## src/rtl/stopwatch_timer_multi.sv

```systemverilog
// stopwatch_timer_multi
//   One BCD mm:ss counter shared by a count-up stopwatch (with lap freeze)
//   and a count-down timer (validated preset load, expiry flag), plus a
//   free-running hh:mm:ss time-of-day counter. A registered 16-bit BCD
//   display bus feeds the downstream 7-segment decoders.
//
// Parameters
//   TICK_DIV  clk cycles per 1 s tick (>=2)
//   MM_MAX    highest minute value of the timer counter (1..99)
//   SW_WRAP   1: stopwatch wraps to 00:00 and pulses rollover
//             0: stopwatch holds at MM_MAX:59 and expires
//
// Ports
//   clk, reset       clock, asynchronous active-low reset
//   mode[1:0]        00 stopwatch, 01 countdown, 1x time-of-day
//   start/pause/clear/load/lap   one-cycle command pulses
//   load_bcd[15:0]   {tens_hi, ones_hi, tens_lo, ones_lo}
//   disp_bcd[15:0]   displayed value, same digit order as load_bcd
//   running          timer FSM in RUN
//   expired          timer FSM in EXPIRED
//   rollover         one-cycle pulse on stopwatch wrap
//   load_err         one-cycle pulse on a rejected load
//   lap_hold         stopwatch display frozen on the lap capture
module stopwatch_timer_multi #(
    parameter int TICK_DIV = 50000000,
    parameter int MM_MAX   = 59,
    parameter int SW_WRAP  = 1
) (
    input  logic        clk,
    input  logic        reset,
    input  logic [1:0]  mode,
    input  logic        start,
    input  logic        pause,
    input  logic        clear,
    input  logic        load,
    input  logic [15:0] load_bcd,
    input  logic        lap,
    output logic [15:0] disp_bcd,
    output logic        running,
    output logic        expired,
    output logic        rollover,
    output logic        load_err,
    output logic        lap_hold
);
    localparam int              TPW       = (TICK_DIV > 1) ? $clog2(TICK_DIV) : 1;
    localparam logic [TPW-1:0]  TICK_LAST = TPW'(TICK_DIV - 1);
    localparam logic [3:0]      MAX_T     = 4'(MM_MAX / 10);
    localparam logic [3:0]      MAX_O     = 4'(MM_MAX % 10);
    localparam logic [15:0]     SW_LIMIT  = {MAX_T, MAX_O, 8'h59};

    typedef enum logic [1:0] {S_IDLE, S_RUN, S_PAUSED, S_EXPIRED} state_t;

    state_t         r_state, w_state_n;
    logic [15:0]    r_cnt, w_cnt_n;
    logic [15:0]    r_lap, w_lap_n;
    logic           r_lap_hold, w_lap_hold_n;
    logic           r_roll, w_roll_n;
    logic           r_lerr, w_lerr_n;
    logic           r_cd;           // last timer mode seen: 1 = countdown
    logic [TPW-1:0] r_tpre, r_dpre;
    logic [7:0]     r_hh, r_mm, r_ss;
    logic [15:0]    r_disp, w_disp_n;

    // ---------------------------------------------------------------- BCD helpers
    // {carry, next} for a 00..59 field
    function automatic logic [8:0] f_inc60(input logic [7:0] v);
        if (v == 8'h59)      return 9'h100;
        if (v[3:0] == 4'd9)  return {1'b0, v[7:4] + 4'd1, 4'd0};
        return {1'b0, v[7:4], v[3:0] + 4'd1};
    endfunction

    function automatic logic [7:0] f_inc99(input logic [7:0] v);
        if (v[3:0] == 4'd9)  return {v[7:4] + 4'd1, 4'd0};
        return {v[7:4], v[3:0] + 4'd1};
    endfunction

    // {borrow, next} for a 00..59 field
    function automatic logic [8:0] f_dec60(input logic [7:0] v);
        if (v == 8'h00)      return {1'b1, 8'h59};
        if (v[3:0] == 4'd0)  return {1'b0, v[7:4] - 4'd1, 4'd9};
        return {1'b0, v[7:4], v[3:0] - 4'd1};
    endfunction

    function automatic logic [7:0] f_dec99(input logic [7:0] v);
        if (v[3:0] == 4'd0)  return {v[7:4] - 4'd1, 4'd9};
        return {v[7:4], v[3:0] - 4'd1};
    endfunction

    function automatic logic f_digits_ok(input logic [15:0] v);
        return (v[15:12] <= 4'd9) && (v[11:8] <= 4'd9) &&
               (v[7:4] <= 4'd9) && (v[3:0] <= 4'd9);
    endfunction

    // ---------------------------------------------------------------- decode
    logic        w_cd, w_mode_sw, w_ttick, w_dtick;
    logic        w_tl_ok, w_tod_ok, w_tod_ld;
    logic [7:0]  w_ld_min;
    logic [8:0]  w_sec_inc, w_sec_dec, w_tss_inc, w_tmm_inc;
    logic [15:0] w_sw_inc, w_cd_dec;

    // In mode 1x the timer keeps whichever flavour it was last running as.
    assign w_cd      = mode[1] ? r_cd : mode[0];
    assign w_mode_sw = !mode[1] && (mode[0] != r_cd) && (r_state != S_IDLE);
    assign w_ttick   = (r_state == S_RUN) && (r_tpre == TICK_LAST);
    assign w_dtick   = (r_dpre == TICK_LAST);

    assign w_ld_min  = 8'(load_bcd[15:12]) * 8'd10 + 8'(load_bcd[11:8]);
    assign w_tl_ok   = f_digits_ok(load_bcd) && (load_bcd[7:4] <= 4'd5) &&
                       (w_ld_min <= 8'(MM_MAX));
    // With valid digits, BCD byte compares order the same as the numbers.
    assign w_tod_ok  = f_digits_ok(load_bcd) && (load_bcd[15:8] <= 8'h23) &&
                       (load_bcd[7:4] <= 4'd5);
    assign w_tod_ld  = load && !clear && mode[1] && w_tod_ok;

    assign w_sec_inc = f_inc60(r_cnt[7:0]);
    assign w_sw_inc  = {w_sec_inc[8] ? f_inc99(r_cnt[15:8]) : r_cnt[15:8], w_sec_inc[7:0]};
    assign w_sec_dec = f_dec60(r_cnt[7:0]);
    assign w_cd_dec  = {w_sec_dec[8] ? f_dec99(r_cnt[15:8]) : r_cnt[15:8], w_sec_dec[7:0]};

    assign w_tss_inc = f_inc60(r_ss);
    assign w_tmm_inc = f_inc60(r_mm);

    // ---------------------------------------------------------------- timer FSM
    always_ff @(posedge clk or negedge reset) begin
        if (!reset) r_state <= S_IDLE;
        else        r_state <= w_state_n;
    end

    always_comb begin
        w_state_n    = r_state;
        w_cnt_n      = r_cnt;
        w_lap_n      = r_lap;
        w_lap_hold_n = r_lap_hold;
        w_roll_n     = 1'b0;
        w_lerr_n     = 1'b0;

        // The tick lands first; commands below may then override it.
        if (w_ttick) begin
            if (!r_cd) begin
                if (r_cnt == SW_LIMIT) begin
                    if (SW_WRAP != 0) begin
                        w_cnt_n  = '0;
                        w_roll_n = 1'b1;
                    end else begin
                        w_state_n = S_EXPIRED;
                    end
                end else begin
                    w_cnt_n = w_sw_inc;
                end
            end else if (r_cnt == 16'h0000) begin
                w_state_n = S_EXPIRED;
            end else begin
                w_cnt_n = w_cd_dec;
                if (r_cnt == 16'h0001) w_state_n = S_EXPIRED;
            end
        end

        if (clear || w_mode_sw) begin
            w_state_n = S_IDLE;
            w_cnt_n   = '0;
            w_roll_n  = 1'b0;
        end else if (load) begin
            if (mode[1])
                w_lerr_n = !w_tod_ok;
            else if (r_state != S_RUN && w_tl_ok) begin
                w_cnt_n   = load_bcd;
                w_state_n = S_IDLE;
            end else
                w_lerr_n = 1'b1;
        end else if (pause) begin
            // An expiring tick in the same cycle keeps EXPIRED.
            if (r_state == S_RUN && w_state_n == S_RUN) w_state_n = S_PAUSED;
        end else if (start) begin
            if (r_state == S_PAUSED ||
                (r_state == S_IDLE && !(w_cd && r_cnt == 16'h0000)))
                w_state_n = S_RUN;
        end

        if (lap && mode == 2'b00 && r_state == S_RUN && !clear && !w_mode_sw) begin
            w_lap_hold_n = !r_lap_hold;
            if (!r_lap_hold) w_lap_n = r_cnt;
        end
        // Only pause keeps the freeze when leaving RUN.
        if (w_state_n == S_IDLE || w_state_n == S_EXPIRED) w_lap_hold_n = 1'b0;
    end

    always_ff @(posedge clk or negedge reset) begin
        if (!reset) begin
            r_cnt      <= '0;
            r_lap      <= '0;
            r_lap_hold <= 1'b0;
            r_roll     <= 1'b0;
            r_lerr     <= 1'b0;
            r_cd       <= 1'b0;
            r_tpre     <= '0;
        end else begin
            r_cnt      <= w_cnt_n;
            r_lap      <= w_lap_n;
            r_lap_hold <= w_lap_hold_n;
            r_roll     <= w_roll_n;
            r_lerr     <= w_lerr_n;
            if (!mode[1]) r_cd <= mode[0];
            // Zero outside RUN/PAUSED so IDLE->RUN starts a fresh second,
            // held in PAUSED so a resume continues the partial second.
            case (r_state)
                S_RUN:    r_tpre <= w_ttick ? '0 : r_tpre + TPW'(1);
                S_PAUSED: r_tpre <= r_tpre;
                default:  r_tpre <= '0;
            endcase
        end
    end

    // ---------------------------------------------------------------- time of day
    always_ff @(posedge clk or negedge reset) begin
        if (!reset) begin
            r_dpre <= '0;
            r_hh   <= '0;
            r_mm   <= '0;
            r_ss   <= '0;
        end else if (w_tod_ld) begin
            r_dpre <= '0;
            r_hh   <= load_bcd[15:8];
            r_mm   <= load_bcd[7:0];
            r_ss   <= '0;
        end else begin
            r_dpre <= w_dtick ? '0 : r_dpre + TPW'(1);
            if (w_dtick) begin
                r_ss <= w_tss_inc[7:0];
                if (w_tss_inc[8]) begin
                    r_mm <= w_tmm_inc[7:0];
                    if (w_tmm_inc[8]) r_hh <= (r_hh == 8'h23) ? 8'h00 : f_inc99(r_hh);
                end
            end
        end
    end

    // ---------------------------------------------------------------- display
    always_comb begin
        w_disp_n = r_cnt;
        if (mode[1])                     w_disp_n = {r_hh, r_mm};
        else if (!mode[0] && r_lap_hold) w_disp_n = r_lap;
    end

    always_ff @(posedge clk or negedge reset) begin
        if (!reset) r_disp <= '0;
        else        r_disp <= w_disp_n;
    end

    assign disp_bcd = r_disp;
    assign running  = (r_state == S_RUN);
    assign expired  = (r_state == S_EXPIRED);
    assign rollover = r_roll;
    assign load_err = r_lerr;
    assign lap_hold = r_lap_hold;

endmodule

```

## config.mk

```make
export PLATFORM = sky130hd
export DESIGN_NAME = stopwatch_timer_multi
export DESIGN_NICKNAME = d
export VERILOG_FILES = /design/src/rtl/stopwatch_timer_multi.sv
export SDC_FILE = /design/constraint.sdc
export NUM_CORES = 1
export LEC_CHECK = 0
export ABC_AREA = 1
export CAP_MARGIN = 10
export CORE_ASPECT_RATIO = 1.2
export CORE_MARGIN = 2
export CORE_UTILIZATION = 35
export DETAILED_ROUTE_END_ITERATION = 10
export PLACE_DENSITY = 0.6
export SYNTH_ARGS = -nofsm -noshare
export SYNTH_HDL_FRONTEND = slang
export SYNTH_SLANG_ARGS = --single-unit
```

## constraint.sdc

```tcl
create_clock -name clk -period 2 [get_ports clk]
set_input_delay 0.5 -clock clk [delete_from_list [all_inputs] [get_ports clk]]
set_output_delay 0.5 -clock clk [all_outputs]
set_load 0.005 [all_outputs]
```

* After elaboration in Yosys (flattened, before gate mapping)
Index checks and enable logic that the tools add are counted.
** Operators by class
- Reductions and logical operators :: 53
- Mux-type cells :: 90
- Shift-type cells :: 0
- $add $sub $neg :: 17
- $lt $le $gt $ge :: 7
- Bitwise logic cells :: 1
- Equality and inequality tests :: 20
- Divide/modulo/power cells :: 0
- $mul :: 1
** Operators by type and width (count)
- $mux W16 :: 10
- $mux W8 :: 18
- $mux W9 :: 16
- $mux W26 :: 3
- $add A26 B1 Y26 const B :: 2
- $eq A26 B26 Y1 const B :: 2
- $pmux W26 S2 :: 1
- $add A4 B1 Y4 const B :: 10
- $mux W1 :: 30
- $eq A8 B7 Y1 const B :: 3
- $mux W2 :: 12
- $logic_and A1 B1 Y1 :: 22
- $eq A4 B4 Y1 const B :: 5
- $eq A16 B1 Y1 const B :: 1
- $eq A16 B15 Y1 const B :: 1
- $le A4 B4 Y1 const B :: 4
- $le A8 B6 Y1 const B :: 2
- $logic_not A16 Y1 :: 1
- $sub A4 B1 Y4 const B :: 4
- $reduce_bool A2 Y1 :: 5
- $reduce_bool A3 Y1 :: 3
- $add A8 B4 Y8 :: 1
- $eq A8 B6 Y1 const B :: 1
- $logic_not A4 Y1 :: 2
- other kinds (14) :: 30
** Word-level totals
- Register bits :: 130
- RAM bits :: 0
- Memories kept :: 0
- Logic and storage cells :: 205
- ROM bits :: 0
- Output and inout bits :: 21
- Input port bits :: 25
- Latch bits :: 0

* Longest topological paths before layout
- Depth after elaboration :: 15
- Gate-level depth with buffers :: 16
- Mapped depth without buffers :: 15

* Least setup slack after synthesis
Ideal clock, no wire load.
- Kind :: in2reg
- Start point :: input port load_bcd[13]
- End point :: register r_lap_hold (netlist: lap_hold)
- Path buffers :: 0
- Data arrival time :: 2.372 ns
- Library setup time :: 0.121 ns
- Data required time :: 1.879 ns
- Setup slack :: -0.493 ns
- Stages :: 14
- Cell sequence :: ha_1 > ha_1 > fa_1 > nand2_1 > nor2_1 > nand2_1 > nand2_1 > nand2_1 > nand2_1 > nand4_1 > nor2_1 > nor2_1 > nand2_1 > a21oi_1
** Between the ends
- Cells in the longest elaborated chain, start to end :: 14
- Elaborated cells between the ends (all ways) :: 19
- Classes of those cells :: add/sub (1); mul (1); order compare (2); eq/ne (1); mux (5); reduce/logical (9)
** RTL lines
- start: declaration :: RTL line 36 : input logic [15:0] load_bcd,
- parallel branches: the longest is 5 deep, another holds $add A8 B4 Y8
- $logic_and A1 B1 Y1 (*) :: RTL line 108 : assign w_tl_ok = f_digits_ok(load_bcd) && (load_bcd[7:4] <= 4'd5) &&
- $logic_and A1 B1 Y1 (*) :: RTL line 165 : else if (r_state != S_RUN && w_tl_ok) begin
- $mux W2 (*) :: RTL line 165
- $mux W2 (*) :: RTL line 163 : if (mode[1])
- $mux W2 (*) :: RTL line 162 : end else if (load) begin
- $mux W2 (*) :: RTL line 158 : if (clear || w_mode_sw) begin
- named net w_state_n[1] :: RTL line 53 : state_t r_state, w_state_n;
- $eq A2 B2 Y1 / $logic_not A2 Y1 (equally long branches) :: RTL line 184 : if (w_state_n == S_IDLE || w_state_n == S_EXPIRED) w_lap_hold_n = 1'b0;
- $logic_or A1 B1 Y1 (*) :: RTL line 184
- $mux W1 / $reduce_bool A2 Y1 (equally long branches)
- end signal: assignment :: RTL line 199 : r_lap_hold <= w_lap_hold_n;
- end: declaration :: RTL line 56 : logic r_lap_hold, w_lap_hold_n;
Mark *: on every way through the listed nets, which the timed path passes.
A chain may end at the register's enable or synchronous reset.

* Final worst setup path
- Start point :: input port load_bcd[15]
- End point :: register r_cnt[10]
** Between the ends
- Cells in the longest elaborated chain, start to end :: 11
- Elaborated cells between the ends (all ways) :: 14
- Classes of those cells :: add/sub (1); mul (1); order compare (2); mux (4); reduce/logical (6)
** RTL lines
- parallel branches: the longest is 5 deep, another holds $add A8 B4 Y8
- $logic_and A1 B1 Y1 (*) :: RTL line 108
- $logic_and A1 B1 Y1 (*) :: RTL line 165
- $mux W16 (*) :: RTL line 165
- $mux W16 (*) :: RTL line 163
- $mux W16 (*) :: RTL line 162
- $mux W16 (*) :: RTL line 158
- named net w_cnt_n[10] :: RTL line 54 : logic [15:0] r_cnt, w_cnt_n;
- end signal: assignment :: RTL line 197 : r_cnt <= w_cnt_n;
- end: declaration :: RTL line 54
Marked as above.

==> key figures <==
Worst setup path
  • Startpoint class of the critical path: input port
  • Worst Path Max Fanout: 8
  • CP Data Required Time: 2320 ps
  • Reg-to-Reg Start: r_state[0]$_DFF_PN0_
  • Worst setup startpoint: load_bcd[15]
  • Critical Path End Type: flop
  • Crit Path Category: in -> reg
  • Reg2Reg Setup Slack: -20 ps
  • Worst path arrival time: 2630 ps

Global routing
  • Global route overflow: 0
  • Antenna violations before repair: 0
  • Pin count of the biggest net entering global routing: between 40 and 50
  • Met3 Use GR: 2.977%
  • Vias in the first global route: 7,927
  • Met2 usage: 32.65%
  • First-pass GRT wire length: ~39,000 um
  • Gr usage total: 19.12%
  • M1 GR Usage: about a quarter
  • Global route hottest layer: met2

Power and ir drop
  • Leakage: 5.197 nW
  • P per Cell Area: roughly 660 nW/um2
  • VDD IR max: approximately 500 uV

Clocking
  • Clock buffer depth: 2
  • Clock transition at path regs: 60 ps
  • CTS buffer count: 17
  • CTS tree: yes
  • Clock root buffer: clkbuf_16
  • Worst-skew pair later-pin latency: 420 ps
  • Sink Count: 130
  • Htree depth: 4

Placed design
  • Dpl cell area: 10,200 um2
  • HPWL Detailed: 17,980 um
  • Number of port buffers: 45
  • Placer's final routability congestion estimate: 0.9271
  • Pre-CTS setup slack: -1276 ps

Timing
  • Hold Fails Final Rpt: 0
  • Setup Viol. Count Final: 20
  • Final worst-path cycle share: 115.9%
  • Rel. slew slack: a little over two thirds
  • Clock skew: 12.00 ps
  • Pins Over Slew Limit: 0
  • Fmax: 0.4313 GHz
  • RSZ-0062 raised after global routing: true
  • Worst Tran Pin Value: 452.7 ps
  • Final worst path period need: between 2000 and 2500 ps
  • Post-route setup slack: -318.8 ps

Floorplanning
  • Initial core utilization: 35.68%
  • Io pins: 46
  • Row count: 62
  • Die width: 146.7 um
  • Die Y: 175.2 um
  • Die area: 25,710 um2
  • Core Area: between 20,000 and 25,000 um2

Finish
  • Commonest non-fill, non-tap cell in the layout: nand2_1
  • Antenna Cells: 0
  • Design Area, Final: ~11,000 um2
  • Fraction of layout cells with a size suffix above 1: 21.04%
  • Layout Nets: 1,370
  • Area grow syn2layout: 30.84%
  • Fill count: 2,360
  • Total area of sequential cells: approximately 3300 um2
  • Commonest cells after routing, fill and taps aside: nand2_1, inv_1, dfrtp_1
  • Area of the multi-input gates: 4742 um2

Detailed routing
  • Initial DRC Count: 532
  • Routed length per instance: around 15 um
  • Routed via count: 8,068
  • Vias/cell: 4.917
  • Post-route ant nets: 0
  • Pre-Repair DR Iteration Count: 5
  • WL final: 23,840 um
  • Residual DRC: 0

Flow run
  • MaxCap Viol Count: 0

Logic synthesis
  • Post-Synthesis Cells: 1,146
  • Synth warn: 0
  • Synth Register Bits: 130
  • Cell Area, Synth: about 8600 um2
  • Syn Nets: about 1,200
  • Syn_area_per_cell: 7.462 um2
  • Synth cell types: 53
  • Post-synthesis sequential area ratio: 38.04%

Outcome
  • Failing checks: negative setup slack
  • Outcome: complete, but fails checks

Worst hold path
  • Worst Hold Class: reg -> reg
  • Hold path start: r_dpre[22]$_DFF_PN0_
## critical path, cell delays in order
cell,delay [ps]
buf_8,100
ha_4,230
ha_4,160
fa_2,590
buf_6,110
nand4_1,60
nand2_1,90
nand2_1,70
nor2_2,130
nand3_4,200
buf_12,220
o21ai_2,130
nor2_1,50
## area by class of cell
class,instances,share of cell area (%)
Multi-Input combinational cell,820,42.38
Inverter,172,5.770
Timing Repair Buffer,167,13.83
Clock inverter,14,1.510
Tap cell,320,3.578
Clock buffer,18,3.835
Sequential cell,130,29.10
## power by group
part           internal, mW  total (mW)  switching [mW]
sequential             2.86        2.99           0.135
combinational         0.508        1.22           0.712
clock                  1.88        3.22            1.33
total                  5.25        7.43            2.18
## per-stage QoR
step / hold slack, ps / setup TNS [ps] / cells / power [mW] / utilization (%)
2_1_floorplan: 204.4 / -7959 / 1146 / 3.713 / -
3_3_place_gp: 438.4 / -51740 / 1595 / 4.172 / 42.56
3_5_place_dp: 434.0 / -53760 / 1595 / 4.195 / 42.56
4_1_cts: 462.3 / -4952 / 1640 / 7.480 / 46.15
5_1_grt: 496.8 / -7687 / 1641 / 7.782 / 46.68
6_report: 458.9 / -5710 / 1641 / 7.427 / 46.68
## layer usage
| layer | wire length [um] | vias to the layer above |
|---|---|---|
| met1 | 10830 | 3808 |
| met4 | 609 | 0 |
| met3 | 806 | 36 |
| met5 | 0 | - |
| met2 | 11590 | 164 |
| li1 | - | 4060 |
## synthesized netlist by cell type (all sizes together)
library cell  instances  share of area [%]
a211oi                3               0.26
a21boi                1              0.088
a21oi                85                5.2
a221oi                1               0.10
a31oi                 2               0.15
a41oi                 1               0.10
buf                  15                1.1
clkbuf                9               0.39
dfrtp               130                 38
fa                    2               0.47
ha                   35                5.1
inv                 172                7.5
nand2               233                 11
nand3                77                5.3
nand3b                3               0.26
nand4                23                2.0
nor2                143                7.0
nor3                 27                1.9
nor3b                 1              0.088
nor4                 10               0.98
o2111ai               1               0.10
o211a                 1               0.12
o211ai                5               0.44
o21a                  2               0.18
o21ai               102                6.1
o21bai                2               0.18
o22ai                12               0.88
o31ai                 1              0.088
or2                   3               0.22
xnor2                 8               0.82
xor2                 36                3.7
## sequential cells by signal, indices dropped and copies added, names as in the netlist
signal and flops:
disp_bcd 16, lap_hold 1, load_err 1, r_cd 1
r_cnt 16, r_dpre 26, r_hh 8, r_lap 16
r_mm 8, r_ss 8, r_state 2, r_tpre 26
rollover 1
## timing repair
| action | 4_1_cts | 5_1_grt |
|---|---|---|
| hold endpoints to repair | 32 | 0 |
| setup endpoints to repair | 65 | 50 |
| hold buffers | 1 | 0 |
| buffers inserted | 9 | 2 |
| resized for setup | 63 | 37 |
| pin swaps | 33 | 14 |
| cloned | 3 | 0 |
## final timing paths
| kind | depth (start not counted) | endpoint |
|---|---|---|
| min in group asynchronous | 2 | r_tpre[16]$_DFFE_PN0N_ |
| worst max-delay path | 13 | r_cnt[10]$_DFF_PN0_ |
| worst min register to register | 1 | r_dpre[22]$_DFF_PN0_ |
| max in group asynchronous | 3 | r_lap[12]$_DFFE_PN0P_ |
| worst max register to register | 12 | r_cnt[10]$_DFF_PN0_ |
| worst min-delay path | 1 | r_dpre[22]$_DFF_PN0_ |
## cell families after synthesis
family          share of synthesized area [%]
simple gates                            28.87
buf+inv                                 9.071
fa+ha+maj                               5.589
compound gates                          13.93
flops                                   38.04
xor+xnor                                4.506
(Power assumes the default switching activity.)
